**src/rtl/nn_avalon_master.sv**
```systemverilog
// nn_avalon_master
//   Avalon-MM burst master for the NN accelerator slave port. One host command
//   becomes one Avalon burst: writes stream words from a ready/valid source,
//   reads return words on a one-cycle data-valid output. Slave error responses
//   are reported, and a stuck bus is aborted after TIMEOUT stall cycles.
//
// Ports
//   clk, reset                 clock, synchronous active-high reset
//   cmd_valid/cmd_ready        command handshake (ready only in IDLE)
//   cmd_write/address/count    direction, start address, beat count
//   wr_valid/wr_data/wr_ready  write-data source (ready = word consumed)
//   rd_valid/rd_data           read word out, one cycle per beat
//   done/err_code              completion pulse and status (00 ok, 01 illegal,
//                              10 slave error, 11 timeout)
//   write/read/beginbursttransfer/address/burstcount/writedata   Avalon out
//   readdata/readdatavalid/waitrequest/response                  Avalon in
module nn_avalon_master #(
    parameter int ADDR_W  = 11,
    parameter int DATA_W  = 32,
    parameter int BURST_W = 10,
    parameter int TIMEOUT = 1024
) (
    input  logic               clk,
    input  logic               reset,
    input  logic               cmd_valid,
    output logic               cmd_ready,
    input  logic               cmd_write,
    input  logic [ADDR_W-1:0]  cmd_address,
    input  logic [BURST_W-1:0] cmd_count,
    input  logic               wr_valid,
    input  logic [DATA_W-1:0]  wr_data,
    output logic               wr_ready,
    output logic               rd_valid,
    output logic [DATA_W-1:0]  rd_data,
    output logic               done,
    output logic [1:0]         err_code,
    output logic               write,
    output logic               read,
    output logic               beginbursttransfer,
    output logic [ADDR_W-1:0]  address,
    output logic [BURST_W-1:0] burstcount,
    output logic [DATA_W-1:0]  writedata,
    input  logic [DATA_W-1:0]  readdata,
    input  logic               readdatavalid,
    input  logic               waitrequest,
    input  logic [1:0]         response
);

    localparam int TO_W = $clog2(TIMEOUT + 1);
    localparam logic [BURST_W-1:0] MAX_CNT = BURST_W'(1 << (BURST_W - 1));

    typedef enum logic [2:0] {IDLE, WR_BURST, RD_REQ, RD_DATA, DONE} state_t;

    state_t state, next_state;

    logic [ADDR_W-1:0]  addr_q;
    logic [BURST_W-1:0] cnt_q;
    logic [BURST_W-1:0] beat_q;
    logic               first_q;
    logic [TO_W-1:0]    tcnt_q;
    logic [1:0]         err_q;
    logic               rd_valid_q;
    logic [DATA_W-1:0]  rd_data_q;

    logic accept, cmd_legal, wr_beat, rd_cmd_ok, rd_beat;
    logic progress, stall, timeout_hit, last_beat, busy_next;

    assign accept    = (state == IDLE) && cmd_valid;
    assign cmd_legal = (cmd_count != '0) && (cmd_count <= MAX_CNT);
    assign wr_beat   = (state == WR_BURST) && wr_valid && !waitrequest;
    assign rd_cmd_ok = (state == RD_REQ) && !waitrequest;
    assign rd_beat   = (state == RD_DATA) && readdatavalid;
    assign progress  = wr_beat || rd_cmd_ok || rd_beat;
    // An empty write source is not a bus stall, so the counter holds then.
    assign stall     = ((state == WR_BURST) && wr_valid && waitrequest) ||
                       ((state == RD_REQ) && waitrequest) ||
                       ((state == RD_DATA) && !readdatavalid);
    assign timeout_hit = stall && (tcnt_q == TO_W'(TIMEOUT - 1));
    assign last_beat   = (beat_q == cnt_q - BURST_W'(1));
    assign busy_next   = (next_state == WR_BURST) || (next_state == RD_REQ) ||
                         (next_state == RD_DATA);

    // State register
    always_ff @(posedge clk) begin
        if (reset) state <= IDLE;
        else       state <= next_state;
    end

    // Next-state logic
    always_comb begin
        next_state = state;
        unique case (state)
            IDLE: begin
                if (accept) begin
                    if (!cmd_legal)     next_state = DONE;
                    else if (cmd_write) next_state = WR_BURST;
                    else                next_state = RD_REQ;
                end
            end
            WR_BURST: begin
                if (timeout_hit)              next_state = DONE;
                else if (wr_beat && last_beat) next_state = DONE;
            end
            RD_REQ: begin
                if (timeout_hit)    next_state = DONE;
                else if (rd_cmd_ok) next_state = RD_DATA;
            end
            RD_DATA: begin
                if (timeout_hit)               next_state = DONE;
                else if (rd_beat && last_beat) next_state = DONE;
            end
            DONE:    next_state = IDLE;
            default: next_state = IDLE;
        endcase
    end

    // Outputs
    always_comb begin
        cmd_ready          = (state == IDLE);
        write              = (state == WR_BURST) && wr_valid;
        writedata          = (state == WR_BURST) ? wr_data : '0;
        wr_ready           = (state == WR_BURST) && wr_valid && !waitrequest;
        read               = (state == RD_REQ);
        beginbursttransfer = first_q;
        address            = addr_q;
        burstcount         = cnt_q;
        done               = (state == DONE);
        err_code           = (state == DONE) ? err_q : 2'b00;
        rd_valid           = rd_valid_q;
        rd_data            = rd_data_q;
    end

    // Burst datapath: held bus fields, beat/timeout counters, status
    always_ff @(posedge clk) begin
        if (reset) begin
            addr_q     <= '0;
            cnt_q      <= '0;
            beat_q     <= '0;
            first_q    <= 1'b0;
            tcnt_q     <= '0;
            err_q      <= 2'b00;
            rd_valid_q <= 1'b0;
            rd_data_q  <= '0;
        end else begin
            first_q <= accept && cmd_legal;

            // Address/burstcount only live while a burst is on the bus.
            if (accept && cmd_legal) begin
                addr_q <= cmd_address;
                cnt_q  <= cmd_count;
            end else if (!busy_next) begin
                addr_q <= '0;
                cnt_q  <= '0;
            end

            if (accept)                 beat_q <= '0;
            else if (wr_beat || rd_beat) beat_q <= beat_q + BURST_W'(1);

            if (accept || progress || timeout_hit) tcnt_q <= '0;
            else if (stall)                        tcnt_q <= tcnt_q + TO_W'(1);

            // First slave error sticks; a later timeout still wins.
            if (accept)
                err_q <= cmd_legal ? 2'b00 : 2'b01;
            else if (timeout_hit)
                err_q <= 2'b11;
            else if (rd_beat && (response != 2'b00) && (err_q == 2'b00))
                err_q <= 2'b10;

            rd_valid_q <= rd_beat;
            if (rd_beat) rd_data_q <= readdata;
        end
    end

endmodule

```
**config.mk**
```make
export PLATFORM = sky130hd
export DESIGN_NAME = nn_avalon_master
export DESIGN_NICKNAME = d
export VERILOG_FILES = /design/src/rtl/nn_avalon_master.sv
export SDC_FILE = /design/constraint.sdc
export NUM_CORES = 1
export LEC_CHECK = 0
export CORE_ASPECT_RATIO = 0.8
export CORE_MARGIN = 10
export CORE_UTILIZATION = 30
export DETAILED_ROUTE_END_ITERATION = 8
export HOLD_SLACK_MARGIN = 0.12
export PLACE_DENSITY = 0.75
export SYNTH_ARGS = -nofsm -noshare
export SYNTH_HDL_FRONTEND = slang
export SYNTH_SLANG_ARGS = --single-unit
```
**constraint.sdc**
```tcl
create_clock -name clk -period 3.35 [get_ports clk]
set_input_delay 0.5025 -clock clk [delete_from_list [all_inputs] [get_ports clk]]
set_output_delay 0.5025 -clock clk [all_outputs]
set_load 0.02 [all_outputs]
```
=== Word-level counts from Yosys, hierarchy flattened ===
Cells that the tools add are included.

* Add/subtract/negate cells: 3
* Magnitude comparators: 1
* Eq/ne operators: 10
* Muxes and demuxes: 20
* Reduce and logical (&&, ||, !) cells: 33

{| class="wikitable"
|+ Operators by type and width
! operator !! count
|-
| 32-bit 2-to-1 mux || 1
|-
| 3-bit 2-to-1 mux || 8
|-
| 11-bit 2-to-1 mux || 2
|-
| 10-bit 2-to-1 mux || 2
|-
| 1-bit logical AND || 15
|-
| 3-bit by 2-bit == test with 1-bit output, second input constant || 4
|-
| 3-bit case mux with 4 select lines || 1
|-
| 11-bit by 1-bit adder with 11-bit output, second input constant || 1
|-
| 11-bit by 10-bit == test with 1-bit output, second input constant || 1
|-
| 10-bit by 1-bit adder with 10-bit output, second input constant || 1
|-
| 10-bit == test || 1
|-
| 10-bit <= comparator, second input constant || 1
|-
| 2-bit 2-to-1 mux || 5
|-
| 10-bit nonzero test || 1
|-
| 10-bit by 1-bit subtractor with 10-bit output, second input constant || 1
|-
| 1-bit logical OR || 9
|-
| 3-bit by 1-bit == test with 1-bit output, second input constant || 2
|-
| 2-bit OR reduction || 2
|-
| 3-bit == test, second input constant || 1
|-
| 3-bit logical NOT || 1
|-
| 3-bit nonzero test || 1
|-
| 1-bit logical NOT || 2
|-
| 2-bit logical NOT || 1
|-
| 2-bit by 1-bit inequality test with 1-bit output, second input constant || 1
|-
| 2 further kinds || 2
|}

* Bits in registers: 81
* Input port bits: 94
* Output and inout port bits: 94
* Word-level logic and storage cells: 76

=== Logic depth before layout (Yosys ltp) ===
Gate-level depths: netlist of the first run.

* Depth in word-level cells: 13
* Mapped depth: 11
* Depth with buffers taken out: 10

=== Worst setup path before layout of the first run ===
OpenSTA, ideal clock, no wires.

* Path type: register to register
* Start: reg cnt_q[0], in the netlist burstcount[0]
* End: reg addr_q[0], in the netlist address[0]
* Library setup time: 0.117 ns
* Data arrival time: 2.686 ns
* Data required time: 3.233 ns
* Path slack: 0.547 ns
* Stages on the path, launching flop included: 12
* Buffers on the path: 1
* Period minus slack after synthesis: 2.803 ns
* Path through: dfxtp_1 > inv_1 > ha_1 > or3b_1 > o21a_1 > or4b_1 > nand3_1 > and4_4 > a211o_1 > a221oi_2 > buf_6 > a22o_1

* Word-level cells in the longest chain between the ends: 10
* Elaborated cells between the ends (all ways): 15
* Classes of those cells: add/sub (1); eq/ne (5); mux (5); reduce/logical (4)

{| class="wikitable"
|+ RTL lines
! item !! RTL line !! RTL
|-
| start, declared || 57 || <nowiki>logic [BURST_W-1:0] cnt_q;</nowiki>
|-
| start signal, assigned || 150 || <nowiki>cnt_q <= cmd_count;</nowiki>
|-
| 10-bit by 1-bit subtractor with 10-bit output * || 79 || <nowiki>assign last_beat = (beat_q == cnt_q - BURST_W'(1));</nowiki>
|-
| 10-bit == test * || 79 ||
|-
| 1-bit logical AND, on equally long branches || 110, 102 ||
|-
| 3-bit 2-to-1 mux, on equally long branches || 110, 102 ||
|-
| 3-bit 2-to-1 mux, on equally long branches || 109, 101 ||
|-
| 3-bit case mux with 4 select lines * || 92 || <nowiki>unique case (state)</nowiki>
|-
| 3-bit by 1-bit == test with 1-bit output / 3-bit by 2-bit == test with 1-bit output (equally long branches) || 80 || <nowiki>assign busy_next = (next_state == WR_BURST) || (next_state == RD_REQ) ||</nowiki>
|-
| 1-bit logical OR || 80 ||
|-
| 1-bit logical OR * || 80 ||
|-
| 2-bit by 1-bit inequality test with 1-bit output (no source line) * || -- ||
|-
| end signal, assigned || 149 || <nowiki>addr_q <= cmd_address;</nowiki>
|-
| end, declared || 56 || <nowiki>logic [ADDR_W-1:0] addr_q;</nowiki>
|}

Every way passes the cells marked *; elsewhere a longest branch is shown, timed or not.
A chain may end at the register's enable or synchronous reset.

=== Final worst setup path of the first run ===
* Start: reg cnt_q[0], in the netlist burstcount[0]
* End: reg addr_q[4], in the netlist address[4]

The elaborated chain is that of the path after synthesis.

==> results of run 1 <==
[power by group through the flow]
stage	logic, uW	clock network [uW]	registers (uW)
6_report	351	1070	996
5_1_grt	377	1120	999
4_1_cts	354	1090	996
3_5_place_dp	353	0	1020
3_3_place_gp	348	0	1020
2_1_floorplan	140	0	1020
[cell type report]
type                    instances  area [sq um]
fillers                      1069          5740
clock buffers                  10           239
multi-input cells             321          1890
well taps                     148           185
clock inverters                 6          91.3
repair buffers                192          1910
flip-flops and latches         81          1620
inverters                       4          15.0
[critical path: stages (launching register included)]
cell	delay, ps
dfxtp_1	360
inv_1	80
ha_1	210
or3b_1	410
o21a_1	220
or4b_1	500
nand3_1	120
and4_4	260
a211o_1	160
a221oi_2	60
buf_4	230
a22o_1	260
[Yosys cell counts, types with 3 or more instances]
library cell   n  area share
and3_1         4      0.0069
nand2b_1       6       0.010
xor2_1        16       0.039
nand2_1       79       0.082
nor3_1        10       0.014
nor2_1        29       0.030
dfxtp_1       81        0.45
inv_1          4      0.0041
nor2b_1        6       0.010
o21ai_1        3      0.0041
nand3_1        6      0.0083
and4_1         3      0.0072
o21ai_0        3      0.0041
or3_1          4      0.0069
clkbuf_1      22       0.023
nand4_1        7       0.012
a22o_1        21       0.051
and2_1        38       0.065
xnor2_1        9       0.022
a21oi_1       40       0.055
ha_1           3       0.010
[logic make-up (layout without fill, tap and decap cells)]
group / after synthesis / in the layout
AND/OR/NAND/NOR: 211 / 211
flip-flops: 81 / 81
AO/OA/AOI/OAI: 80 / 80
buffers and inverters: 30 / 212
XOR/XNOR: 25 / 25
adder cells (fa/ha/maj): 3 / 3
multiplexers: 2 / 2
[routing by layer]
metal,share of wire,track usage,vias up
li1,-,-,1817
met1,0.39,0.152,1710
met2,0.50,0.260,145
met3,0.083,0.0496,14
met4,0.017,0.0393,0
met5,0,0,-
[stage by stage]
| stage | setup WS, ps | utilization | power (uW) | area [sq um] |
|---|---|---|---|---|
| 3_5_place_dp | 317 | 0.480 | 1370 | 5620 |
| 2_1_floorplan | 547 | - | 1160 | 3630 |
| 3_3_place_gp | 475 | 0.480 | 1360 | 5620 |
| 6_report | 353 | 0.509 | 2410 | 5950 |
| 4_1_cts | 374 | 0.509 | 2440 | 5950 |
| 5_1_grt | 217 | 0.509 | 2500 | 5950 |
[layout by cell type, fill, tap and decap left out, types with 6 or more instances in the layout]
cell             synthesis  routed
nand3_1                  6       6
nor3_1                  10      10
and2_1                  38      38
a22o_1                  21      21
xnor2_1                  9       9
nand2_1                 79      79
nand2b_1                 6       6
a21oi_1                 40      40
nor2_1                  29      28
dfxtp_1                 81      81
nand4_1                  7       7
clkdlybuf4s50_1          0     187
clkbuf_16                0       9
nor2b_1                  6       6
xor2_1                  16      16
[worst min-delay path by stage]
stage / to / slack (ps) / cells after the start
after detailed placement: rd_data[27] / 450 / 2
after floorplan: tcnt_q[10] / 430 / 2
after global routing: rd_data[3] / 480 / 2
final: rd_data[27] / 450 / 2
after CTS: rd_data[27] / 460 / 2
after global placement: tcnt_q[10] / 440 / 2
[registers in the layout, summed over array words and instances (netlist names)]
name                cells
err_q                   2
beginbursttransfer      1
rd_valid                1
beat_q                 10
tcnt_q                 11
address                11
burstcount             10
rd_data                32
state                   3
==> flow_summary_export.csv, run 1 <==
group,metric,value,unit
outcome,status,"finished, final reports clean",
critical_path,worst_ep_arrival_time,3220,ps
routing,wire_per_inst,16.5,microns
sta,holdWs,453,ps
power_and_ir_drop,combPwrFrac,0.145,
routing,drtIter0Drc,193,
place,dpl.hpwl,10200,microns
synth,synthMuxAreaShare,0.00551,
die,die_w,143,microns
layout,antenna-diode-count,0,
synth,synthArstFlopShare,0,
critical_path,ff2ff_setup_slack,350,ps
cts,clk_latency,330,ps
synth,synth_warnings,0,
synth,syn_area_per_cell,8.41,sq um
power_and_ir_drop,p_switching,562,uW
layout,drive_gt1_frac,0.0521,
power_and_ir_drop,p_seq_frac,0.413,
routing,drt_first_pass_iters,4,
power_and_ir_drop,vdd.ir_drop.worst,0.312,mV
power_and_ir_drop,p_clk_frac,0.442,
sta,rsz0062_at_grt,"no",
cts,cts.sink_count,81,
critical_path,r2r_start,"burstcount[0]",
critical_path,critPathMaxFanout,21,
cts,hold_buffers,0,
synth,synth_top_family_by_area,"simple AND/OR/NAND/NOR gates",
sta,max-slew-margin-rel,0.572,
synth,synthFlopType,"dfxtp_1",
cts,post_cts_buffers,0,
routing,wirelength,12600,microns
power_and_ir_drop,swShare,0.233,
sta,fin_tns_setup,0,ps
sta,fmax,0.334,GHz
critical_path,critPathCaptureType,"register",
cts,cts-root-buf,"clkbuf_16",
routing,vias,3686,
synth,synth_seq_cells,81,
sta,setup_violations,0,
place,place.gp.congestion,0.876,
hold_path,min_path_type,"reg -> reg",
synth,yosysUniqueCellTypes,51,
critical_path,worstPathRequired,3570,ps
synth,synth-xor-area-share,0.0603,
power_and_ir_drop,cell_internal_pwr,1850,uW
sta,finalHoldViolations,0,
synth,synth_cells,432,
sta,timing.final.crit_share,0.895,
grt,antenna_found_initial,0,
routing,drc,0,
cts,path_clk_slew,60,ps
synth,synth_simple_gate_area_frac,0.295,
layout,nets,706,
cts,htree_levels,3,
layout,final_cells,762,
cts,cts_made_buffers,9,
synth,synth_fp_nets,529,
place,io_buffers,187,
grt,track_usage,0.143,
power_and_ir_drop,p_leak,0.00212,uW
place,placedCellCount,746,
cts,cts_tree,"yes",
layout,area_delta_synth_final,63.7,%
die,die_h,118,microns
synth,synth_compound_area_frac,0.148,
die,core_area,11700,sq um
synth,yosysSeqAreaShare,0.446,
critical_path,startpoint_type,"register",
die,dieArea,16900,sq um
synth,synthesis.area,3630,sq um
sta,tightest_slew,642,ps
critical_path,crit_path_start,"burstcount[0]",
critical_path,r2r-end,"address[4]",
grt,grt_pass1_wl,19900,microns
grt,gr-total-overflow,0,
routing,viasPerCell,4.84,
critical_path,critPathKind,"reg -> reg",
sta,fin_crit,3000,ps
die,initial_utilization,0.311,
cts,cts_resized,0,
power_and_ir_drop,p_per_area,406,nW/um^2
sta,report.final.slew_viol_count,0,
synth,synth_edf_count,0,
cts,clock_path_buffers,2,
die,row_count,35,
sta,fin_skew,8.71,ps
grt,grt_start_max_net_pins,39,
hold_path,hold_start,"rd_data[27]",
critical_path,endpoint,"address[4]",
critical_path,reg2reg_depth,11,
run,max_cap_viol_count,0,
grt,grt_pass1_vias,3773,
synth,synthAdderAreaFrac,0.0103,
die,io_pins,188,
routing,ant_nets,0,
(Power assumes the default switching activity.)
==> run 2, diff against run 1 <==
--- a/config.mk
+++ b/config.mk
@@ -11,6 +11,7 @@
 export DETAILED_ROUTE_END_ITERATION = 8
 export HOLD_SLACK_MARGIN = 0.12
 export PLACE_DENSITY = 0.75
+export REMOVE_ABC_BUFFERS = 1
 export SYNTH_ARGS = -nofsm -noshare
 export SYNTH_HDL_FRONTEND = slang
 export SYNTH_SLANG_ARGS = --single-unit
==> run 2 against run 1 <==
  * Via count grew 0.16%
  * Hold slack barely moved
  * Final cell count did not move
  * Critical path depth unchanged
  * Power is 4.0% lower
  * Global-route usage is 0.41 points lower
  * Worst setup slack gained 0.65 ps
  * Clock skew is 0.93 ps lower
  * Utilization shrank 0.26 points
  * Routed wire length fell by 1.8%
  * Largest power group is now registers
  * Highest routed layer unchanged
==> flow_summary_export.csv, run 2 (same netlist as run 1, synthesis figures left out) <==
group,metric,value,unit
critical_path,slowest_delay,490,ps
layout,nets,706,
critical_path,worst_ep_arrival_time,3220,ps
grt,antenna_found_initial,0,
critical_path,startpoint_type,"register",
routing,drt_first_pass_iters,4,
cts,path_clk_slew,60,ps
layout,final_cells,762,
cts,htree_levels,3,
routing,wire_per_inst,16.3,microns
cts,post_cts_buffers,0,
sta,report.final.slew_viol_count,0,
critical_path,crit_chain,"inv_1 > ha_1 > or3b_1 > o21a_1 > or4b_1 > nand3_1 > and4_4 > a211o_1 > a221oi_2 > buf_4 > a22o_1",
place,io_buffers,187,
routing,drtIter0Drc,259,
cts,cts_tree,"yes",
grt,gr-total-overflow,0,
outcome,status,"finished, final reports clean",
cts,clock_path_buffers,2,
die,initial_utilization,0.311,
layout,layout_commonest_cell,"clkdlybuf4s50_1",
power_and_ir_drop,vdd.ir_drop.worst,0.259,mV
sta,fmax,0.334,GHz
sta,fin_tns_setup,0,ps
sta,rsz0062_at_grt,"no",
routing,drc,0,
sta,timing.final.crit_share,0.894,
run,max_cap_viol_count,0,
routing,wirelength,12400,microns
place,placedCellCount,746,
cts,clk_latency,340,ps
critical_path,crit_family,"simple AND/OR/NAND/NOR gates",
critical_path,critPathBufInv,2,
layout,antenna-diode-count,0,
layout,drive_gt1_frac,0.0521,
place,dpl.hpwl,9790,microns
layout,largest_reg_flops,32,
sta,fin_crit,3000,ps
critical_path,critPathCaptureType,"register",
die,core_area,11700,sq um
sta,setup_violations,0,
critical_path,cp_slowest_cell,"or4b_1",
layout,layout_common_cells,"clkdlybuf4s50_1 (187), dfxtp_1 (81), nand2_1 (79)",
die,dieArea,16900,sq um
critical_path,critPathKind,"reg -> reg",
grt,grt_pass1_wl,19000,microns
routing,vias,3692,
place,place.gp.congestion,0.825,
routing,ant_nets,0,
critical_path,worstPathRequired,3580,ps
die,die_h,118,microns
cts,cts.sink_count,81,
sta,tightest_slew,680,ps
sta,finalHoldViolations,0,
cts,cts-root-buf,"clkbuf_16",
power_and_ir_drop,p_per_area,392,nW/um^2
die,row_count,35,
grt,track_usage,0.139,
grt,grt_pass1_vias,3560,
cts,cts_made_buffers,9,
critical_path,critPathMaxFanout,21,
power_and_ir_drop,p_leak,0.00210,uW
hold_path,min_path_type,"reg -> reg",
layout,area_delta_synth_final,62.9,%
routing,viasPerCell,4.85,
grt,grt_start_max_net_pins,39,
die,io_pins,188,
sta,max-slew-margin-rel,0.547,
layout,finish.utilization,0.506,
sta,fin_skew,7.77,ps
die,die_w,143,microns
cts,hold_buffers,0,
cts,cts_resized,0,
==> run 2: cell count changes in the layout (fill, tap and decap cells not counted) <==
cell	before	now
clkbuf_8	1	3
inv_6	0	2
clkinvlp_4	0	1
clkinv_4	3	1
bufinv_16	2	0
clkinv_2	1	0
==> run 2: path summary, 6_finish.rpt <==
path                      start     endpoint  slack [ps]  cells past startpoint
setup / recovery  burstcount[0]   address[6]         350                     11
setup reg to reg  burstcount[0]   address[6]         350                     11
hold / removal      rd_data[19]  rd_data[19]         450                      2
hold reg to reg     rd_data[19]  rd_data[19]         450                      2
==> run 2: power by group <==
group          internal, uW  switching [uW]  total, uW
Clock                   570             403        973
Sequential              978            16.9        995
Combinational           198             151        349
Total                  1750             572       2320
==> run 2: per-stage QoR <==
step | worst slack [ps] | hold slack [ps] | instance area [sq um] | total power (uW)
2_1_floorplan | 155 | 425 | 3520 | 1150
3_3_place_gp | 481 | 442 | 5620 | 1360
3_5_place_dp | 361 | 446 | 5620 | 1370
4_1_cts | 356 | 454 | 5920 | 2340
5_1_grt | 194 | 470 | 5920 | 2400
6_report | 353 | 453 | 5920 | 2320
==> run 2: final cells by class <==
| class | instances | area, sq um |
|---|---|---|
| clock buffers | 12 | 267 |
| clock inverters | 4 | 33.8 |
| fillers | 1061 | 5770 |
| inverters | 4 | 15.0 |
| multi-input cells | 321 | 1890 |
| flip-flops and latches | 81 | 1620 |
| well taps | 148 | 185 |
| repair buffers | 192 | 1910 |
==> run 2: metal layers <==
layer / vias up / global-route usage / routed length (microns) / part of all wire
met4: 0 / 0.0463 / 209 / 0.017
met3: 18 / 0.0452 / 1050 / 0.085
li1: 1817 / - / - / -
met2: 144 / 0.252 / 6370 / 0.51
met5: - / 0 / 0 / 0
met1: 1713 / 0.146 / 4760 / 0.38
==> run 2: worst reg2reg max path: stages, from the launching register on <==
cell and delay (ps):
dfxtp_1 360, inv_1 80, ha_1 210, or3b_1 430
o21a_1 220, or4b_1 490, nand3_1 130, and4_4 260
a211o_1 170, a221oi_2 60, buf_4 220, a22o_1 260
==> run 3, diff against run 2 <==
--- a/config.mk
+++ b/config.mk
@@ -9,8 +9,9 @@
 export CORE_MARGIN = 10
 export CORE_UTILIZATION = 30
 export DETAILED_ROUTE_END_ITERATION = 8
+export DONT_BUFFER_PORTS = 1
 export HOLD_SLACK_MARGIN = 0.12
-export PLACE_DENSITY = 0.75
+export PLACE_DENSITY = 0.55
 export REMOVE_ABC_BUFFERS = 1
 export SYNTH_ARGS = -nofsm -noshare
 export SYNTH_HDL_FRONTEND = slang
==> run 3 against run 2 <==
  * Count of clock-buffer cells in the layout decreased by 1
  * Final cell count shrank 24%
  * Worst setup slack got worse by 57 ps
  * Critical endpoint is now address[5]
==> flow_summary_export.csv, run 3 (same netlist as run 1, synthesis figures left out) <==
group,metric,value,unit
cts,htree_levels,3,
place,placedCellCount,561,
layout,largest_reg_flops,32,
grt,gr-total-overflow,0,
cts,path_clk_slew,60,ps
sta,tightest_slew,647,ps
place,place.gp.congestion,0.738,
cts,hold_buffers,0,
critical_path,critPathMaxFanout,21,
cts,cts.sink_count,81,
power_and_ir_drop,p_leak,0.00143,uW
place,io_buffers,0,
die,dieArea,16900,sq um
sta,rsz0062_at_grt,"no",
hold_path,hold_start,"reset",
place,dpl.hpwl,8560,microns
layout,area_delta_synth_final,12.1,%
layout,fin_area,4070,sq um
grt,track_usage,0.119,
routing,ant_nets,0,
sta,report.final.slew_viol_count,0,
hold_path,whs_endpoint,"rd_data[10]",
grt,grt_pass1_wl,16200,microns
cts,clock_path_buffers,2,
power_and_ir_drop,p_per_area,536,nW/um^2
layout,num-fill-cells,1159,
power_and_ir_drop,vdd.ir_drop.worst,0.252,mV
grt,antenna_found_initial,0,
cts,cts_made_buffers,9,
hold_path,min_path_cells,1,
layout,layout_common_cells,"dfxtp_1 (81), nand2_1 (79), a21oi_1 (40)",
routing,drtIter0Drc,135,
sta,setup_violations,0,
grt,grt_pass1_vias,2821,
sta,fin_crit,3050,ps
run,max_cap_viol_count,0,
routing,viasPerCell,5.14,
layout,drive_gt1_frac,0.0793,
layout,layout_commonest_cell,"dfxtp_1",
critical_path,r2r-end,"address[5]",
hold_path,min_path_type,"in -> reg",
cts,post_cts_buffers,0,
cts,cts_tree,"yes",
routing,wirelength,10800,microns
critical_path,critPathKind,"reg -> reg",
cts,cts_resized,0,
routing,vias,2964,
die,io_pins,188,
die,die_w,143,microns
critical_path,startpoint_type,"register",
place,placed_area,3760,sq um
cts,clk_latency,330,ps
grt,grt_start_max_net_pins,40,
die,row_count,35,
critical_path,critPathCaptureType,"register",
critical_path,worst_ep_arrival_time,3280,ps
critical_path,reg2reg_depth,11,
sta,max-slew-margin-rel,0.569,
die,initial_utilization,0.311,
sta,timing.final.crit_share,0.912,
sta,fmax,0.327,GHz
critical_path,r2r_start,"burstcount[1]",
die,die_h,118,microns
layout,nets,521,
layout,antenna-diode-count,0,
layout,final_cells,577,
critical_path,ff2ff_setup_slack,300,ps
routing,drc,0,
cts,cts-root-buf,"clkbuf_16",
routing,drt_first_pass_iters,4,
critical_path,worstPathRequired,3580,ps
die,core_area,11700,sq um
sta,finalHoldViolations,0,
routing,wire_per_inst,18.7,microns
outcome,status,"finished, final reports clean",
sta,fin_tns_setup,0,ps
sta,fin_skew,11.4,ps
-- run 3: worst max-delay path: stages (launching register included) --
cell      delay, ps
dfxtp_1         420
inv_1           100
ha_1            210
or3b_1          420
o21a_1          210
or4b_1          510
nand3_1         120
and4_4          260
a211o_1         160
a221oi_2         60
buf_4           220
a22o_1          250
-- run 3: worst max path at each step --
| stage | from | endpoint | slack (ps) | cells past startpoint |
|---|---|---|---|---|
| 6_report | burstcount[1] | address[5] | 300 | 11 |
| 5_1_grt | burstcount[1] | address[7] | 170 | 11 |
| 4_1_cts | burstcount[1] | burstcount[5] | 300 | 11 |
| 3_5_place_dp | burstcount[1] | address[6] | 310 | 11 |
| 3_3_place_gp | burstcount[1] | address[1] | 400 | 11 |
| 2_1_floorplan | burstcount[0] | address[0] | 160 | 10 |
-- run 3: per-layer routing --
metal / track usage / routed length [microns] / up-vias
met5: 0 / 0 / -
met4: 0.0393 / 131 / 0
met3: 0.0464 / 1110 / 11
met2: 0.213 / 5540 / 137
met1: 0.123 / 4030 / 1365
li1: - / - / 1451
-- run 3: area by class of cell --
type / instances / area [sq um] / area share
well taps: 148 / 185 / 0.0455
clock inverters: 5 / 60.1 / 0.0147
clock buffers: 11 / 253 / 0.0620
inverters: 4 / 15.0 / 0.00369
repair buffers: 7 / 52.6 / 0.0129
flip-flops and latches: 81 / 1620 / 0.398
multi-input cells: 321 / 1890 / 0.463
-- run 3: power breakdown --
group | internal [uW] | total (uW) | switching, uW | leakage (uW)
logic | 54.7 | 158 | 103 | 0.000626
clock network | 622 | 1020 | 394 | 0.000153
registers | 979 | 1010 | 31.7 | 0.000654
-- run 3: metrics by stage --
step	util	worst slack (ps)	hold WS, ps	total power (uW)
CTS	0.348	305	217	2210
global route	0.348	170	219	2270
finish	0.348	296	238	2180
floorplan	-	155	425	1150
detailed placement	0.322	313	438	1190
global placement	0.322	398	439	1190
